[config.mk]
export PLATFORM = sky130hd
export DESIGN_NAME = ex_alu_unit_flat
export DESIGN_NICKNAME = d
export VERILOG_FILES = /design/src/rtl/ex_alu_unit_if.sv /design/src/rtl/ex_alu_unit.sv /design/src/flat_wrapper.sv
export SDC_FILE = /design/constraint.sdc
export NUM_CORES = 1
export LEC_CHECK = 0
export CAP_MARGIN = 20
export CORE_MARGIN = 5
export CORE_UTILIZATION = 50
export DETAILED_ROUTE_END_ITERATION = 10
export GPL_TIMING_DRIVEN = 0
export PLACE_DENSITY = 0.87
export SYNTH_ARGS = -nofsm -noshare
export SYNTH_HDL_FRONTEND = slang
export SYNTH_SLANG_ARGS = --single-unit
[constraint.sdc]
create_clock -name clock -period 4.82 [get_ports clock]
set_clock_uncertainty 0.15 [all_clocks]
set_input_delay 0.964 -clock clock [delete_from_list [all_inputs] [get_ports clock]]
set_output_delay 0.964 -clock clock [all_outputs]
set_load 0.005 [all_outputs]
[src/rtl/ex_alu_unit_if.sv]
// Execute-stage ALU bus.
// Upstream drives the selected operands, the sign-extended immediate and
// ALUOp. The ALU returns the registered result, zero flag, decoded ALU
// control code and the shifted branch offset.
//   master : upstream pipeline side (drives operands, samples results)
//   slave  : ex_alu_unit side
interface ex_alu_unit_if #(
  parameter int WIDTH = 16
);
  logic [WIDTH-1:0] data1;
  logic [WIDTH-1:0] data2;
  logic [WIDTH-1:0] adress;
  logic [1:0]       ALUOp;
  logic [WIDTH-1:0] adress_shifted;
  logic [2:0]       alu_control;
  logic [WIDTH-1:0] result;
  logic             zero;

  modport master (
    output data1, data2, adress, ALUOp,
    input  adress_shifted, alu_control, result, zero
  );

  modport slave (
    input  data1, data2, adress, ALUOp,
    output adress_shifted, alu_control, result, zero
  );
endinterface

[src/rtl/ex_alu_unit.sv]
// Execute-stage compute unit: ALU-control decode, WIDTH-bit ALU with zero
// flag, and branch-offset shifter (immediate << 1). All outputs are
// registered with one-cycle latency; a new operation is accepted every cycle.
// Ports:
//   clock : rising-edge clock
//   reset : synchronous active-high reset, clears every output
//   bus   : ex_alu_unit_if slave (data1, data2, adress, ALUOp in;
//           adress_shifted, alu_control, result, zero out)
module ex_alu_unit #(
  parameter int WIDTH = 16
) (
  input  logic         clock,
  input  logic         reset,
  ex_alu_unit_if.slave bus
);
  localparam int SHW = $clog2(WIDTH);

  typedef enum logic [2:0] {
    OP_ADD = 3'b000,
    OP_SUB = 3'b001,
    OP_AND = 3'b010,
    OP_OR  = 3'b011,
    OP_XOR = 3'b100,
    OP_NOR = 3'b101,
    OP_SLT = 3'b110,
    OP_SLL = 3'b111
  } alu_op_e;

  typedef struct packed {
    logic [WIDTH-1:0] shifted;
    logic [2:0]       ctrl;
    logic [WIDTH-1:0] res;
    logic             zero;
  } ex_rsp_t;

  logic [2:0]       ctrl;
  logic [WIDTH-1:0] res;
  ex_rsp_t          rsp_d;
  ex_rsp_t          rsp_q;

  // ALU-control decode; funct lives in the low immediate bits.
  always_comb begin
    ctrl = OP_ADD;
    unique case (bus.ALUOp)
      2'b00: ctrl = OP_ADD;
      2'b01: ctrl = OP_SUB;
      2'b10: ctrl = bus.adress[2:0];
      2'b11: ctrl = OP_OR;
      default: ctrl = OP_ADD;
    endcase
  end

  always_comb begin
    res = '0;
    unique case (alu_op_e'(ctrl))
      OP_ADD: res = bus.data1 + bus.data2;
      OP_SUB: res = bus.data1 - bus.data2;
      OP_AND: res = bus.data1 & bus.data2;
      OP_OR:  res = bus.data1 | bus.data2;
      OP_XOR: res = bus.data1 ^ bus.data2;
      OP_NOR: res = ~(bus.data1 | bus.data2);
      OP_SLT: res = {{(WIDTH-1){1'b0}}, ($signed(bus.data1) < $signed(bus.data2))};
      // Only the low shift-amount bits count; upper data2 bits are ignored.
      OP_SLL: res = bus.data1 << bus.data2[SHW-1:0];
      default: res = '0;
    endcase
  end

  always_comb begin
    rsp_d         = '0;
    rsp_d.shifted = {bus.adress[WIDTH-2:0], 1'b0};
    rsp_d.ctrl    = ctrl;
    rsp_d.res     = res;
    rsp_d.zero    = (res == '0);
  end

  // zero is cleared on reset too, so it is 0 (not 1) during reset.
  always_ff @(posedge clock) begin
    if (reset) rsp_q <= '0;
    else       rsp_q <= rsp_d;
  end

  assign bus.adress_shifted = rsp_q.shifted;
  assign bus.alu_control    = rsp_q.ctrl;
  assign bus.result         = rsp_q.res;
  assign bus.zero           = rsp_q.zero;
endmodule

[src/flat_wrapper.sv]
// flat-port wrapper written by rule: the top's interface ports become plain ports
module ex_alu_unit_flat 
#(
  parameter int WIDTH = 16
)
  (clock, reset, bus_data1, bus_data2, bus_adress, bus_ALUOp, bus_adress_shifted, bus_alu_control, bus_result, bus_zero);
  ex_alu_unit_if #(.WIDTH(WIDTH)) bus_i ();
  input  logic clock;
  input  logic reset;
  input wire logic [$bits(bus_i.data1)-1:0] bus_data1;
  input wire logic [$bits(bus_i.data2)-1:0] bus_data2;
  input wire logic [$bits(bus_i.adress)-1:0] bus_adress;
  input wire logic [$bits(bus_i.ALUOp)-1:0] bus_ALUOp;
  output wire logic [$bits(bus_i.adress_shifted)-1:0] bus_adress_shifted;
  output wire logic [$bits(bus_i.alu_control)-1:0] bus_alu_control;
  output wire logic [$bits(bus_i.result)-1:0] bus_result;
  output wire logic [$bits(bus_i.zero)-1:0] bus_zero;
  assign bus_i.data1 = bus_data1;
  assign bus_i.data2 = bus_data2;
  assign bus_i.adress = bus_adress;
  assign bus_i.ALUOp = bus_ALUOp;
  assign bus_adress_shifted = bus_i.adress_shifted;
  assign bus_alu_control = bus_i.alu_control;
  assign bus_result = bus_i.result;
  assign bus_zero = bus_i.zero;
  ex_alu_unit #(.WIDTH(WIDTH)) u_core (.clock(clock), .reset(reset), .bus(bus_i));
endmodule
Word level (Yosys, flattened, before mapping)
Cells that the tools add are included.
{"block": "totals", "out_inout_bits": 36, "word_cells": 28, "regBits": 36, "inputBits": 52}
{"block": "classes", "shift": 1, "n_reduce_logical": 3, "n_lt_le_gt_ge": 1, "addsub": 2, "bitwise_logic": 4, "n_eq_ne": 10, "n_mux": 2}
{"operator": "one-hot mux 16 bit (8 select lines)", "count": 1}
{"operator": "adder 16 bit", "count": 1}
{"operator": "AND 16 bit", "count": 1}
{"operator": "zero test 16 bit", "count": 1}
{"operator": "less-than comparator 16 bit", "count": 1}
{"operator": "NOT 16 bit", "count": 1}
{"operator": "bitwise OR 16 bit", "count": 1}
{"operator": "left shift 16 x 4 -> 16 bit", "count": 1}
{"operator": "subtractor 16 bit", "count": 1}
{"operator": "bitwise XOR 16 bit", "count": 1}
{"operator": "== test 3 bit, second input constant", "count": 4}
{"operator": "one-hot mux 3 bit (4 select lines)", "count": 1}
{"operator": "== test 3 x 2 -> 1 bit, second input constant", "count": 2}
{"operator": "== test 2 bit, second input constant", "count": 2}
{"operator": "== test 3 x 1 -> 1 bit, second input constant", "count": 1}
{"operator": "zero test 3 bit", "count": 1}
{"operator": "== test 2 x 1 -> 1 bit, second input constant", "count": 1}
{"operator": "zero test 2 bit", "count": 1}

Depth between registers and ports, before layout
{"block": "depth", "ltp_word": 5, "ltp_mapped": 12, "mapped_depth_nobuf": 12}

Least setup slack after synthesis
OpenSTA, ideal clock, no wires.
{"block": "synth_path", "path_type": "input to register", "startpoint": "input port bus_data2[1]", "endpoint": "register u_core.rsp_q, in the netlist u_core.bus.zero", "cell_stages": 12, "setup_slack_ns": 0.929, "required_ns": 4.582, "arrival_time_ns": 3.653, "path_buffers": 2, "setup_time_ns": 0.088, "path_cell_list": "buf_4 -> buf_6 -> inv_1 -> ha_1 -> o21ba_2 -> or4_1 -> o211ai_1 -> mux2i_1 -> or4b_1 -> nor4_2 -> nand4_1 -> nor4_2"}
{"block": "synth_between", "elab_chain_len": 4, "elab_cells_between_ends": 10, "classes_between": "2 x add/sub; 1 x order compare; 1 x shift; 1 x mux; 4 x bitwise; 1 x reduce/logical"}
{"element": "from (decl)", "line": "flat_wrapper.sv:11", "source": "input wire logic [$bits(bus_i.data2)-1:0] bus_data2;"}
{"element": "parallel branches: the longest is 2 deep, another holds subtractor 16 bit"}
{"element": "one-hot mux 16 bit (8 select lines) (*)", "line": "ex_alu_unit.sv:55", "source": "unique case (alu_op_e'(ctrl))"}
{"element": "zero test 16 bit (*)", "line": "ex_alu_unit.sv:74", "source": "rsp_d.zero = (res == '0);"}
{"element": "to (signal assigned)", "line": "ex_alu_unit.sv:80", "source": "else rsp_q <= rsp_d;"}
{"element": "to (decl)", "line": "ex_alu_unit.sv:39", "source": "ex_rsp_t rsp_q;"}
Mark *: on every way between the ends.
A chain may end at the register's enable or synchronous reset.

Worst setup path in the final report
{"block": "layout_path", "startpoint": "input port bus_data1[7]", "endpoint": "register u_core.rsp_q, in the netlist u_core.bus.zero"}
{"block": "layout_between", "elab_chain_len": 4, "elab_cells_between_ends": 10, "classes_between": "2 x add/sub; 1 x order compare; 1 x shift; 1 x mux; 4 x bitwise; 1 x reduce/logical"}
{"element": "from (decl)", "line": "flat_wrapper.sv:10", "source": "input wire logic [$bits(bus_i.data1)-1:0] bus_data1;"}
{"element": "parallel branches: the longest is 2 deep, another holds subtractor 16 bit"}
{"element": "one-hot mux 16 bit (8 select lines) (*)", "line": "ex_alu_unit.sv:55"}
{"element": "zero test 16 bit (*)", "line": "ex_alu_unit.sv:74"}
Marks and branches as above.

==> summary.md <==
| Metric | Value |
|---|---|
| Leading register cell type out of synthesis | `dfxtp_1` |
| Seq pwr share | `0.291` |
| Total wire length | `16300 um` |
| P per Cell Area | `200 nW/um^2` |
| Num CTS Buffers | `5` |
| TritonCTS clock tree | `done` |
| First-pass DRT Iterations | `5` |
| Seq/Total Area, Yosys | `0.160` |
| Largest net degree at the start of global routing | `12` |
| Peak Freq | `216 MHz` |
| Post-route minimum period | `4630 ps` |
| Net Sw Frac | `0.368` |
| Async set or reset register ratio after synthesis | `0` |
| FF+latch count, synth | `35` |
| Worst-Margin Slew | `1100 ps` |
| Setup violators final | `0` |
| Clock Tree Root | `clkbuf_8` |
| Area Growth Syn to Fin | `24.8%` |
| Max-slew violations | `0` |
| Antenna diodes | `0` |
| Sequential Area | `701 um^2` |
| Data required, critical path | `4880 ps` |
| Status | `complete, no violations` |
| Chip width | `104 um` |
| Core region area | `8640 um^2` |
| Initial antenna violation count | `0` |
| Hold Path Origin | `reset` |
| Worst Hold Class | `input port to flip-flop` |
| Maxcap violations | `0` |
| RSZ-0062 raised after global routing | `false` |
| Max-slew headroom | `0.270` |
| Final period utilization | `0.960` |
| Post-synth EDFFs | `0` |
| Die height | `104 um` |
| Hpwl dp | `13100 um` |
| Share of the synthesized area in the top cell type | `0.160` |
| Nets | `750` |
| CTS sink count | `35` |
| Longest Clk Path Bufs | `2` |
| P_int | `691 uW` |
| Leading cell type in the layout, fill and taps excluded | `clkdlybuf4s50_1` |
| Port Buffers | `83` |
| Share of total power in combinational logic | `0.477` |
| Syn. warnings | `0` |
| CP endpoint kind | `flip-flop` |
| Post-synthesis net count | `660` |
| Mapped Cells | `557` |
| Synth top area cells | `dfxtp_1, ha_1, mux2i_1` |
| DRT antenna net count | `0` |
| Routed via count | `4904` |
| Footprint of the multi-input gates | `3320 um^2` |
| Starting DRT DRC Count | `542` |
| Fin. Hold Viols | `0` |
| # rows | `34` |
| Io pins | `88` |
| DIE AREA | `10700 um^2` |
| Clock share of power | `0.233` |
| Most frequent cells in the layout | `clkdlybuf4s50_1, inv_1, ha_1` |
| Post-route cell area | `5480 um^2` |
| Setup Crit Path Kind | `input port to flip-flop` |
| CP Launch Type | `input port` |
| Clock-pin slew on the worst setup and hold paths | `70 ps` |
| Wirelength per Cell | `21.6 um` |
| Netlist cell types | `79` |
| Starting density of the core | `0.508` |
| Cell taking the most area after synthesis | `dfxtp_1` |
| GR Overflow Total | `0` |
| Drt drc | `0` |
| NetSw | `403 uW` |
| Vias in the first global route | `4703` |
| # H-tree levels | `2` |
| P_leak | `0.00228 uW` |
| Arrival @ worst endpoint | `4680 ps` |
| Global-route wire length before repair | `25400 um` |
| Hold path cells | `2` |
| Worst setup startpoint | `bus_data1[7]` |
| Maximum vdd drop | `0.101 mV` |
| Number of fill cells | `762` |
| Ratio of cells with drive above 1 in the final layout | `0.0757` |
| Final Wtd Congestion | `0.952` |
| Post-Syn Area | `4390 um^2` |
| Post-DP Area | `5350 um^2` |
| Pre-CTS WS | `-336 ps` |
| Vias per std cell | `6.50` |
| Final worst slack | `193 ps` |
| Avg Synthesized Cell Area | `7.88 um^2` |
| Total track usage | `0.288` |
| Crit Path Max Fanout | `10` |
-- cell type report --
type	count	area share
Sequential cell	35	0.128
Timing Repair Buffer	83	0.152
Clock inverter	2	0.00685
Tap cell	108	0.0247
Inverter	53	0.0363
Multi-Input combinational cell	432	0.607
Clock buffer	5	0.0126
Buffer	37	0.0327
-- Yosys cell counts (12+ instances only) --
cell	n
nor3_1	21
a31oi_1	12
dfxtp_1	35
nor2_1	43
ha_1	49
o21ai_0	20
nor2b_1	22
inv_1	53
mux2i_1	22
a21oi_1	28
clkbuf_1	22
nand2_1	30
-- registers in the layout, summed over array words and instances, names as in the netlist --
| register | count |
|---|---|
| u_core.bus.zero | 1 |
| u_core.bus.adress_shifted | 15 |
| u_core.bus.alu_control | 3 |
| u_core.bus.result | 16 |
-- power by group through the flow --
stage	logic (uW)	registers (uW)	clock network (uW)
final	522	318	254
after global routing	559	320	271
after CTS	504	319	259
after detailed placement	501	326	0
after global placement	492	324	0
after floorplan	296	328	0
-- worst max-delay path, stage by stage --
cell             delay, ps
clkdlybuf4s50_1        670
inv_1                   80
ha_1                   270
clkbuf_1               230
nor4_1                 740
o211ai_1               360
a311oi_1               540
o211ai_1               140
o211ai_1               210
nand3b_1               210
nor4_2                 260
-- cells by family after synthesis --
group                    count (synthesis)  synth area share
AND/OR/NAND/NOR                        180             0.217
AO/OA/AOI/OAI                          164             0.275
other                                    1          0.000855
buffers and inverters                   90            0.0850
flip-flops                              35             0.160
adder cells (fa/ha/maj)                 51             0.149
multiplexers                            36             0.113
-- metal layers --
| metal | vias up | part of all wire | global-route usage |
|---|---|---|---|
| met5 | - | 0 | 0 |
| met4 | 0 | 0.026 | 0.0897 |
| met3 | 41 | 0.10 | 0.0566 |
| met2 | 283 | 0.46 | 0.459 |
| met1 | 2338 | 0.41 | 0.391 |
| li1 | 2242 | - | - |
-- path summary, 6_finish.rpt --
kind | end | slack, ps
hold / removal | u_core.bus.adress_shifted[2]$_SDFF_PP0_ | 890
setup / recovery | u_core.bus.zero$_SDFF_PP0_ | 190
-- metrics by stage --
stage          setup TNS (ps)  hold slack, ps  power [uW]  utilization  std cells
2_1_floorplan               0             942         625            -        557
3_3_place_gp             -484            1160         816        0.620        748
3_5_place_dp             -560            1170         826        0.620        748
4_1_cts                     0             873        1080        0.632        755
5_1_grt                     0             897        1150        0.634        755
6_report                    0             886        1090        0.634        755
-- repair_timing --
action / 4_1_cts / 5_1_grt
buffers inserted: 0 / 0
gates resized for setup: 1 / 6
setup endpoints to repair: 1 / 2
hold buffers: 0 / 0
gates cloned: 0 / 0
Power figures use the tool's default switching activity.
